--- config.mk ---
export PLATFORM = sky130hd
export DESIGN_NAME = clkmgr_seq_flat
export DESIGN_NICKNAME = d
export VERILOG_FILES = /design/src/rtl/clkmgr_pkg.sv /design/src/rtl/clkmgr_seq_if.sv /design/src/rtl/clkmgr_sync2.sv /design/src/rtl/clkmgr_seq.sv /design/src/flat_wrapper.sv
export SDC_FILE = /design/constraint.sdc
export NUM_CORES = 1
export LEC_CHECK = 0
export BUFFER_PORTS_ARGS = -buffer_cell sky130_fd_sc_hd__buf_4
export CAP_MARGIN = 20
export CORE_MARGIN = 2
export CORE_UTILIZATION = 40
export DETAILED_ROUTE_END_ITERATION = 8
export GPL_TIMING_DRIVEN = 1
export PLACE_DENSITY_LB_ADDON = 0.25
export SYNTH_ARGS = -nofsm -noshare
export SYNTH_HDL_FRONTEND = slang
export SYNTH_SLANG_ARGS = --single-unit
--- constraint.sdc ---
create_clock -name clk -period 4.11 [get_ports clk]
set_input_delay 0.2055 -clock clk [delete_from_list [all_inputs] [get_ports clk]]
set_output_delay 0.2055 -clock clk [all_outputs]
set_load 0.005 [all_outputs]
--- src/rtl/clkmgr_pkg.sv ---
`default_nettype none
// +----------------------------------------------------------------------+
// | Module      : clkmgr_pkg                                             |
// | Description : Shared state encoding, counter width and helpers for   |
// |               the clkmgra reset/lock sequencer.                      |
// | Revision    : 1.0 - initial release                                  |
// +----------------------------------------------------------------------+
package clkmgr_pkg;

    // Width of the RETRY_CNT / LOSS_CNT status counters.
    localparam int c_CNT_W = 8;

    // Debug-visible state encoding; these values appear on STATE.
    localparam logic [2:0] ST_RST       = 3'd0;
    localparam logic [2:0] ST_WAIT_LOCK = 3'd1;
    localparam logic [2:0] ST_RELEASE   = 3'd2;
    localparam logic [2:0] ST_RUN       = 3'd3;
    localparam logic [2:0] ST_FAIL      = 3'd4;

    typedef enum logic [2:0] {
        S_RST       = ST_RST,
        S_WAIT_LOCK = ST_WAIT_LOCK,
        S_RELEASE   = ST_RELEASE,
        S_RUN       = ST_RUN,
        S_FAIL      = ST_FAIL
    } state_t;

    // Status counters stick at all-ones instead of wrapping.
    function automatic logic [c_CNT_W-1:0] sat_inc(input logic [c_CNT_W-1:0] v);
        return (v == '1) ? v : v + c_CNT_W'(1);
    endfunction

endpackage
`default_nettype wire

--- src/rtl/clkmgr_seq_if.sv ---
`default_nettype none
// +----------------------------------------------------------------------+
// | Module      : clkmgr_seq_if                                          |
// | Description : Control/status bundle between the sequencer and the    |
// |               MMCM wrapper / domain consumers.                       |
// | Revision    : 1.0 - initial release                                  |
// +----------------------------------------------------------------------+
interface clkmgr_seq_if #(
    parameter int NUM_DOMAINS = 5
);
    import clkmgr_pkg::*;

    logic                   locked;
    logic                   restart;
    logic                   mmcm_reset;
    logic [NUM_DOMAINS-1:0] domain_reset;
    logic                   ready;
    logic                   fail;
    logic [c_CNT_W-1:0]     retry_cnt;
    logic [c_CNT_W-1:0]     loss_cnt;
    logic [2:0]             state;

    // Sequencer side.
    modport slave (
        input  locked, restart,
        output mmcm_reset, domain_reset, ready, fail, retry_cnt, loss_cnt, state
    );

    // Environment side: MMCM wrapper, software and consumers.
    modport master (
        output locked, restart,
        input  mmcm_reset, domain_reset, ready, fail, retry_cnt, loss_cnt, state
    );

endinterface
`default_nettype wire

--- src/rtl/clkmgr_sync2.sv ---
`default_nettype none
// +----------------------------------------------------------------------+
// | Module      : clkmgr_sync2                                           |
// | Description : Two-flop synchroniser with async active-high reset.    |
// | Revision    : 1.0 - initial release                                  |
// +----------------------------------------------------------------------+
module clkmgr_sync2 (
    input  wire logic clk,
    input  wire logic rst,
    input  wire logic i_d,
    output logic      o_q
);

    logic [1:0] r_sync;

    // Shift the asynchronous input through two flops; output is the second.
    always_ff @(posedge clk or posedge rst) begin
        if (rst) begin
            r_sync <= '0;
        end else begin
            r_sync <= {r_sync[0], i_d};
        end
    end

    assign o_q = r_sync[1];

endmodule
`default_nettype wire

--- src/rtl/clkmgr_seq.sv ---
`default_nettype none
// +----------------------------------------------------------------------+
// | Module      : clkmgr_seq                                             |
// | Description : MMCM reset/lock sequencer: pulses MMCM reset, qualifies|
// |               LOCKED, releases domain resets in staggered order and  |
// |               retries on timeout or lock loss.                       |
// | Revision    : 1.0 - initial release                                  |
// +----------------------------------------------------------------------+
module clkmgr_seq
    import clkmgr_pkg::*;
#(
    parameter int RST_CYCLES   = 16,
    parameter int LOCK_STABLE  = 64,
    parameter int LOCK_TIMEOUT = 100000,
    parameter int MAX_RETRY    = 3,
    parameter int NUM_DOMAINS  = 5,
    parameter int RELEASE_GAP  = 8
) (
    input  wire logic     clk,
    input  wire logic     rst,
    clkmgr_seq_if.slave   bus
);

    localparam int c_RST_W = $clog2(RST_CYCLES + 1);
    localparam int c_STB_W = $clog2(LOCK_STABLE + 1);
    localparam int c_TO_W  = $clog2(LOCK_TIMEOUT + 1);
    localparam int c_GAP_W = $clog2(RELEASE_GAP + 1);

    localparam logic [c_RST_W-1:0]     c_RST_LAST  = c_RST_W'(RST_CYCLES - 1);
    localparam logic [c_STB_W-1:0]     c_STB_MAX   = c_STB_W'(LOCK_STABLE);
    localparam logic [c_TO_W-1:0]      c_TO_MAX    = c_TO_W'(LOCK_TIMEOUT);
    localparam logic [c_GAP_W-1:0]     c_GAP_LAST  = c_GAP_W'(RELEASE_GAP - 1);
    localparam logic [c_CNT_W-1:0]     c_RETRY_MAX = c_CNT_W'(MAX_RETRY);
    // Release pattern on the first RELEASE cycle: only bit 0 cleared.
    localparam logic [NUM_DOMAINS-1:0] c_DR_FIRST  = ~(NUM_DOMAINS'(1));

    state_t                 r_state, w_state_nxt;
    logic [c_RST_W-1:0]     r_rst_cnt, w_rst_cnt_nxt;
    logic [c_STB_W-1:0]     r_stable, w_stable_nxt;
    logic [c_TO_W-1:0]      r_timeout, w_timeout_nxt;
    logic [c_GAP_W-1:0]     r_gap, w_gap_nxt;
    logic [NUM_DOMAINS-1:0] r_dr, w_dr_nxt;
    logic [c_CNT_W-1:0]     r_retry, w_retry_nxt;
    logic [c_CNT_W-1:0]     r_loss, w_loss_nxt;
    logic                   r_mmcm_reset, r_ready, r_fail;
    logic                   w_lk;

    clkmgr_sync2 u_lock_sync (
        .clk (clk),
        .rst (rst),
        .i_d (bus.locked),
        .o_q (w_lk)
    );

    // State register.
    always_ff @(posedge clk or posedge rst) begin
        if (rst) begin
            r_state <= S_RST;
        end else begin
            r_state <= w_state_nxt;
        end
    end

    // Next state, counters and release shifter; counters clear unless a state advances them.
    always_comb begin
        w_state_nxt   = r_state;
        w_rst_cnt_nxt = '0;
        w_stable_nxt  = '0;
        w_timeout_nxt = '0;
        w_gap_nxt     = '0;
        w_dr_nxt      = r_dr;
        w_retry_nxt   = r_retry;
        w_loss_nxt    = r_loss;

        if (bus.restart) begin
            // Restart outranks lock loss and timeout, and is never counted as a loss.
            w_state_nxt = S_RST;
            w_retry_nxt = '0;
        end else begin
            case (r_state)
                S_RST: begin
                    if (r_rst_cnt == c_RST_LAST) begin
                        w_state_nxt = S_WAIT_LOCK;
                    end else begin
                        w_rst_cnt_nxt = r_rst_cnt + c_RST_W'(1);
                    end
                end
                S_WAIT_LOCK: begin
                    if (w_lk && (r_stable != c_STB_MAX)) begin
                        w_stable_nxt = r_stable + c_STB_W'(1);
                    end else if (w_lk) begin
                        w_stable_nxt = r_stable;
                    end
                    w_timeout_nxt = (r_timeout == c_TO_MAX) ? r_timeout : r_timeout + c_TO_W'(1);
                    if (w_lk && (w_stable_nxt == c_STB_MAX)) begin
                        w_state_nxt = S_RELEASE;
                        w_dr_nxt    = c_DR_FIRST;
                    end else if (w_timeout_nxt == c_TO_MAX) begin
                        if (r_retry < c_RETRY_MAX) begin
                            w_retry_nxt = sat_inc(r_retry);
                            w_state_nxt = S_RST;
                        end else begin
                            w_state_nxt = S_FAIL;
                        end
                    end
                end
                S_RELEASE: begin
                    if (!w_lk) begin
                        w_state_nxt = S_RST;
                        w_loss_nxt  = sat_inc(r_loss);
                    end else if (r_dr == '0) begin
                        w_state_nxt = S_RUN;
                        w_retry_nxt = '0;
                    end else if (r_gap == c_GAP_LAST) begin
                        // Shifting left clears the next-higher bit, so release stays in order.
                        w_dr_nxt = r_dr << 1;
                    end else begin
                        w_gap_nxt = r_gap + c_GAP_W'(1);
                    end
                end
                S_RUN: begin
                    if (!w_lk) begin
                        w_state_nxt = S_RST;
                        w_loss_nxt  = sat_inc(r_loss);
                    end
                end
                S_FAIL: begin
                    w_state_nxt = S_FAIL;
                end
                default: begin
                    w_state_nxt = S_RST;
                end
            endcase
        end

        // Every domain is held in reset outside RELEASE and RUN.
        if ((w_state_nxt != S_RELEASE) && (w_state_nxt != S_RUN)) begin
            w_dr_nxt = '1;
        end
    end

    // Counters and registered outputs, the latter decoded from the next state.
    always_ff @(posedge clk or posedge rst) begin
        if (rst) begin
            r_rst_cnt    <= '0;
            r_stable     <= '0;
            r_timeout    <= '0;
            r_gap        <= '0;
            r_dr         <= '1;
            r_retry      <= '0;
            r_loss       <= '0;
            r_mmcm_reset <= 1'b1;
            r_ready      <= 1'b0;
            r_fail       <= 1'b0;
        end else begin
            r_rst_cnt    <= w_rst_cnt_nxt;
            r_stable     <= w_stable_nxt;
            r_timeout    <= w_timeout_nxt;
            r_gap        <= w_gap_nxt;
            r_dr         <= w_dr_nxt;
            r_retry      <= w_retry_nxt;
            r_loss       <= w_loss_nxt;
            r_mmcm_reset <= (w_state_nxt == S_RST) || (w_state_nxt == S_FAIL);
            r_ready      <= (w_state_nxt == S_RUN);
            r_fail       <= (w_state_nxt == S_FAIL);
        end
    end

    assign bus.mmcm_reset   = r_mmcm_reset;
    assign bus.domain_reset = r_dr;
    assign bus.ready        = r_ready;
    assign bus.fail         = r_fail;
    assign bus.retry_cnt    = r_retry;
    assign bus.loss_cnt     = r_loss;
    assign bus.state        = r_state;

endmodule
`default_nettype wire

--- src/flat_wrapper.sv ---
// flat-port wrapper written by rule: the top's interface ports become plain ports
module clkmgr_seq_flat import clkmgr_pkg::*;
#(
    parameter int RST_CYCLES   = 16,
    parameter int LOCK_STABLE  = 64,
    parameter int LOCK_TIMEOUT = 100000,
    parameter int MAX_RETRY    = 3,
    parameter int NUM_DOMAINS  = 5,
    parameter int RELEASE_GAP  = 8
)
  (clk, rst, bus_locked, bus_restart, bus_mmcm_reset, bus_domain_reset, bus_ready, bus_fail, bus_retry_cnt, bus_loss_cnt, bus_state);
  clkmgr_seq_if #(.NUM_DOMAINS(NUM_DOMAINS)) bus_i ();
  input  wire logic clk;
  input  wire logic rst;
  input wire logic [$bits(bus_i.locked)-1:0] bus_locked;
  input wire logic [$bits(bus_i.restart)-1:0] bus_restart;
  output wire logic [$bits(bus_i.mmcm_reset)-1:0] bus_mmcm_reset;
  output wire logic [$bits(bus_i.domain_reset)-1:0] bus_domain_reset;
  output wire logic [$bits(bus_i.ready)-1:0] bus_ready;
  output wire logic [$bits(bus_i.fail)-1:0] bus_fail;
  output wire logic [$bits(bus_i.retry_cnt)-1:0] bus_retry_cnt;
  output wire logic [$bits(bus_i.loss_cnt)-1:0] bus_loss_cnt;
  output wire logic [$bits(bus_i.state)-1:0] bus_state;
  assign bus_i.locked = bus_locked;
  assign bus_i.restart = bus_restart;
  assign bus_mmcm_reset = bus_i.mmcm_reset;
  assign bus_domain_reset = bus_i.domain_reset;
  assign bus_ready = bus_i.ready;
  assign bus_fail = bus_i.fail;
  assign bus_retry_cnt = bus_i.retry_cnt;
  assign bus_loss_cnt = bus_i.loss_cnt;
  assign bus_state = bus_i.state;
  clkmgr_seq #(.RST_CYCLES(RST_CYCLES), .LOCK_STABLE(LOCK_STABLE), .LOCK_TIMEOUT(LOCK_TIMEOUT), .MAX_RETRY(MAX_RETRY), .NUM_DOMAINS(NUM_DOMAINS), .RELEASE_GAP(RELEASE_GAP)) u_core (.clk(clk), .rst(rst), .bus(bus_i));
endmodule
[Word-level counts from Yosys, hierarchy flattened]
Cells that the tools add are included.
Operators by class
  equal/unequal tests: 27
  multiplexer cells: 41
  bitwise logic cells: 3
  reductions and logical operators: 13
  $add $sub $neg: 6
  $lt $le $gt $ge: 1
Operators with widths (number)
  8-bit 2-to-1 mux: 7
  17-bit 2-to-1 mux: 3
  5-bit 2-to-1 mux: 9
  7-bit 2-to-1 mux: 6
  17-bit equality test (second input constant): 2
  3-bit 2-to-1 mux: 8
  4-bit 2-to-1 mux: 5
  3-bit by 2-bit != test with 1-bit output (second input constant): 6
  17-bit by 1-bit adder with 17-bit output (second input constant): 1
  8-bit by 1-bit adder with 8-bit output (second input constant): 2
  8-bit equality test (second input constant): 2
  8-bit case mux with 2 select lines: 1
  3-bit case mux with 5 select lines: 1
  3-bit != test (second input constant): 4
  5-bit case mux with 2 select lines: 1
  3-bit by 2-bit equality test with 1-bit output (second input constant): 3
  8-bit by 2-bit less-than comparator with 1-bit output (second input constant): 1
  7-bit by 1-bit adder with 7-bit output (second input constant): 1
  7-bit equality test (second input constant): 1
  7-bit != test (second input constant): 1
  7-bit AND reduction: 1
  3-bit equality test (second input constant): 2
  3-bit logical NOT: 2
  3-bit by 1-bit != test with 1-bit output (second input constant): 2
  14 further kinds: 19
Storage, ports and cells
  logic and storage cells: 103
  register bits after elaboration: 62
  input port bits: 4

[Logic depth before layout (Yosys ltp)]
  word-level depth: 14
  mapped depth: 9
  depth with buffers taken out: 8

[Cells and area by module]
A second synthesis with hierarchy kept.
Second synthesis, totals
  cell total of the unflattened synthesis: 341
  area total of the unflattened synthesis: 3310.7 µm²
Modules (own cells, without submodules)
  clkmgr_seq: seq. area each 1508.9 µm², cells an instance 338, area an instance 3256.9 µm², times used 1
  clkmgr_sync2: seq. area each 50.0 µm², cells an instance 3, area an instance 53.8 µm², times used 1

[Worst setup path before layout]
OpenSTA, ideal clock, no wires.
  path type: reg2reg
  start: reg u_core.r_timeout[1]
  end: reg u_core.r_retry[0] (netlist: u_core.bus.retry_cnt[0])
  data required time: 3982 ps
  arrival: 2059 ps
  stages on the path, launching flop included: 9
  slack: 1924 ps
  setup time: 128 ps
  buffers on the path: 0
  period minus slack after synthesis: 2186 ps
  path through: dfrtp_1 > ha_1 > nand3_2 > nor4_4 > mux2_2 > nand4b_2 > nor4_4 > a21oi_2 > mux2_1
On the way
  cells in the longest elaborated chain, start to end: 5
  elaborated cells on any way between the ends: 6
  classes of those cells: add/sub: 1; eq/ne: 3; mux: 1; reduce/logical: 1
Ends and longest elaborated chain
  start, declared: line clkmgr_seq.sv:40  | logic [c_TO_W-1:0] r_timeout, w_timeout_nxt;
  start signal, assigned: line clkmgr_seq.sv:158  | r_timeout <= w_timeout_nxt;
  17-bit by 1-bit adder with 17-bit output / 17-bit equality test (equally long branches): line clkmgr_seq.sv:94  | w_timeout_nxt = (r_timeout == c_TO_MAX) ? r_timeout : r_timeout + c_TO_W'(1);
  17-bit 2-to-1 mux (*): line clkmgr_seq.sv:94
  17-bit equality test (*): line clkmgr_seq.sv:98  | end else if (w_timeout_nxt == c_TO_MAX) begin
  3-bit by 2-bit != test with 1-bit output (no line) (*)
  7-bit AND reduction (no line) (*)
  end signal, assigned: line clkmgr_seq.sv:161  | r_retry <= w_retry_nxt;
  end, declared: line clkmgr_seq.sv:43  | logic [c_CNT_W-1:0] r_retry, w_retry_nxt;
Mark *: on every way between the ends. The rest lies on a longest branch, timed or not.
A chain may end at the register's enable or synchronous reset.

[Worst setup path after layout]
Same ends and word-level chain as after synthesis.

==> impl_metrics.yaml <==
drt:
  drt-vias-per-instance: 5.15
  first_iter_violations: 91
  wire_per_inst_um: 13.5
  drtPass1Iterations: 4
  ant_nets: 0
  remaining_drc_errors: 0
  routed_wl_um: 6210
  vias: 2370
die:
  die_y_um: 93.3
  rows: 32
  die_w_um: 93.3
  core_area_mm2: 0.00773
  ios: 31
  initial_core_util_pct: 41.2
  fp.dieArea_mm2: 0.00870
setup_path:
  worstPathRequired_ns: 4.32
  cp-end-kind: "flip-flop"
  startpoint_type: "flip-flop"
  critPathArrivalTime_ns: 2.65
  crit_path_max_fanout: 8
  critPathKind: "reg2reg"
clock_network:
  cts_tree: "done"
  cts_root_buf: "clkbuf_8"
  clk_latency_ns: 0.34
  cts_made_buffers: 9
  path_clk_slew_ns: 0.08
  cts_sinks: 62
  postCtsSetupRepairBufs: 0
  htreeDepth: 3
  cts-root-to-sink-buffers: 2
  cts_hold_buf: 1
  cts.repair.resized: 0
layout:
  antenna_cells: 0
  layout-drive-gt1-share_pct: 19.6
  area_growth_syn_to_layout_pct: 15.7
  fin_nets: 365
logic_synthesis:
  ys_types: 54
  yosys.area.top_type: "dfrtp_1"
  ys_top_cells_by_count: "dfrtp_1 (56), nor2_1 (40), nand2_1 (26)"
  yosysTopAreaCellShare_pct: 44.0
  async_reset_ff_share_pct: 100
  yosys.cell_count.top_type: "dfrtp_1"
  synth_ff_type: "dfrtp_1"
  ys_top_cells_by_area: "dfrtp_1 (44%), dfstp_2 (4.9%), nor2_1 (4.7%), xnor2_1 (4.7%), xor2_1 (4.1%)"
  synth_edf_count: 0
  yosys_warnings: 0
  synth-seq-area-share_pct: 48.9
  avgSynthCellArea_um2: 9.87
  syn_nets: 335
  synth_seq_cells: 62
  syn_inst: 323
  syn_area_mm2: 0.00319
place:
  port_buffers: 30
  place_hpwl_um: 4310
  routabilityCongestion: 0.808
pwr:
  vdd_drop_max_v: 0.000213
  finalPower_uw: 1180
  p_per_area_mw_per_mm2: 320
  p_leak_uw: 0.00164
global_routing:
  grt_pass1_wl_um: 10900
  antenna_found_initial: 0
  grt_pass1_vias: 2332
  overflow: 0
  grt_util_all_layers_pct: 16.0
  grt_max_degree: 63
sta:
  tightest_slew_ns: 0.759
  final_max_slew_viol_count: 0
  min_period_ns: 2.44
  max_slew_margin_pct: 49.4
  setup_viol: 0
  rsz0062_at_grt: "no"
  finClkSkew_ns: 0.0137
  tns_ns: 0
  hold_viol: 0
  fmax_mhz: 410
  fin_crit_sh_pct: 59.4
min_path:
  hold_path_class: "in2async"
run_status:
  status: "completed"
flow_run:
  drv_cap: 0
[power breakdown]
part / switching, uW / leakage [uW] / internal (uW) / total [uW]
sequential: 6.56 / 0.000836 / 618 / 624
clock: 239 / 0.0000948 / 275 / 515
combinational: 24.0 / 0.000711 / 17.9 / 41.9
total: 270 / 0.00164 / 911 / 1180
[per-stage QoR]
stage | worst slack, ns | instances | instance area (um2) | util, % | hold WS (ns)
5_1_grt | 1.45 | 460 | 3690 | 47.7 | 0.113
3_3_place_gp | 1.80 | 443 | 3490 | 45.1 | 0.316
6_report | 1.67 | 460 | 3690 | 47.7 | 0.0916
3_5_place_dp | 1.69 | 443 | 3490 | 45.1 | 0.316
2_1_floorplan | 1.92 | 323 | 3190 | - | 0.237
4_1_cts | 1.65 | 460 | 3690 | 47.7 | 0.102
[worst paths after layout]
path	slack [ns]	start	end	cells past startpoint
hold / removal	0.09	rst	u_core.r_timeout[4]$_DFF_PP0_	3
max in group asynchronous	3.52	rst	u_core.bus.retry_cnt[0]$_DFFE_PP0P_	3
setup / recovery	1.67	u_core.r_timeout[1]$_DFF_PP0_	u_core.bus.retry_cnt[0]$_DFFE_PP0P_	8
setup reg to reg	1.67	u_core.r_timeout[1]$_DFF_PP0_	u_core.bus.retry_cnt[0]$_DFFE_PP0P_	8
hold reg to reg	0.36	u_core.u_lock_sync.r_sync[0]$_DFF_PP0_	u_core.u_lock_sync.r_sync[1]$_DFF_PP0_	0
min in group clk	0.12	bus_restart	u_core.bus.state[2]$_DFF_PP0_	2
[cell type report]
type                            instances  area, um2
Multi-Input combinational cell        234       1520
Clock buffer                            9        124
Sequential cell                        62       1560
Clock inverter                          7       65.1
Inverter                               14       52.6
Timing Repair Buffer                   32        243
Fill cell                             717       4040
Tap cell                              102        128
[cell usage in the layout (no fill, tap or decap), types with 9 or more instances in the layout]
cell      instances
buf_4            31
clkbuf_8          9
dfrtp_1          56
inv_1            13
nand2_1          26
nand3_1          16
nor2_1           40
nor3_1           13
o21ai_0          10
xnor2_1          17
xor2_1           15
[routing by layer]
metal	vias up	routed length [um]	track usage, %
met5	-	0	0
li1	1177	-	-
met3	13	156	3.79
met4	0	161	8.70
met1	1151	2910	20.7
met2	29	2980	24.8
[cell families (layout without fill, tap and decap cells)]
group                    count (synthesis)  in the layout  synth area share [%]
AO/OA/AOI/OAI                           34             34                  6.91
XOR/XNOR                                32             32                  8.79
adder cells (fa/ha/maj)                  8              8                  3.14
buffers and inverters                   27             62                  3.53
flip-flops                              62             62                  48.9
multiplexers                             5              5                  1.69
AND/OR/NAND/NOR                        155            155                  27.0
[sequential cells by signal, summed over array words and instances (netlist names)]
signal                     flops
u_core.r_stable                7
u_core.bus.loss_cnt            8
u_core.bus.state               3
u_core.bus.retry_cnt           8
u_core.bus.mmcm_reset          1
u_core.u_lock_sync.r_sync      2
u_core.bus.domain_reset        5
u_core.r_timeout              17
u_core.r_gap                   4
u_core.bus.ready               1
u_core.r_rst_cnt               5
u_core.bus.fail                1
[critical path, cell delays in order (launching register included)]
cell	delay, ns
dfrtp_1	0.42
ha_1	0.25
nand3_2	0.21
nor3_1	0.43
nor3b_1	0.10
a31oi_1	0.25
nor4_4	0.09
a21oi_2	0.21
mux2_1	0.35
Note: power is estimated with default switching activity, not from simulation.
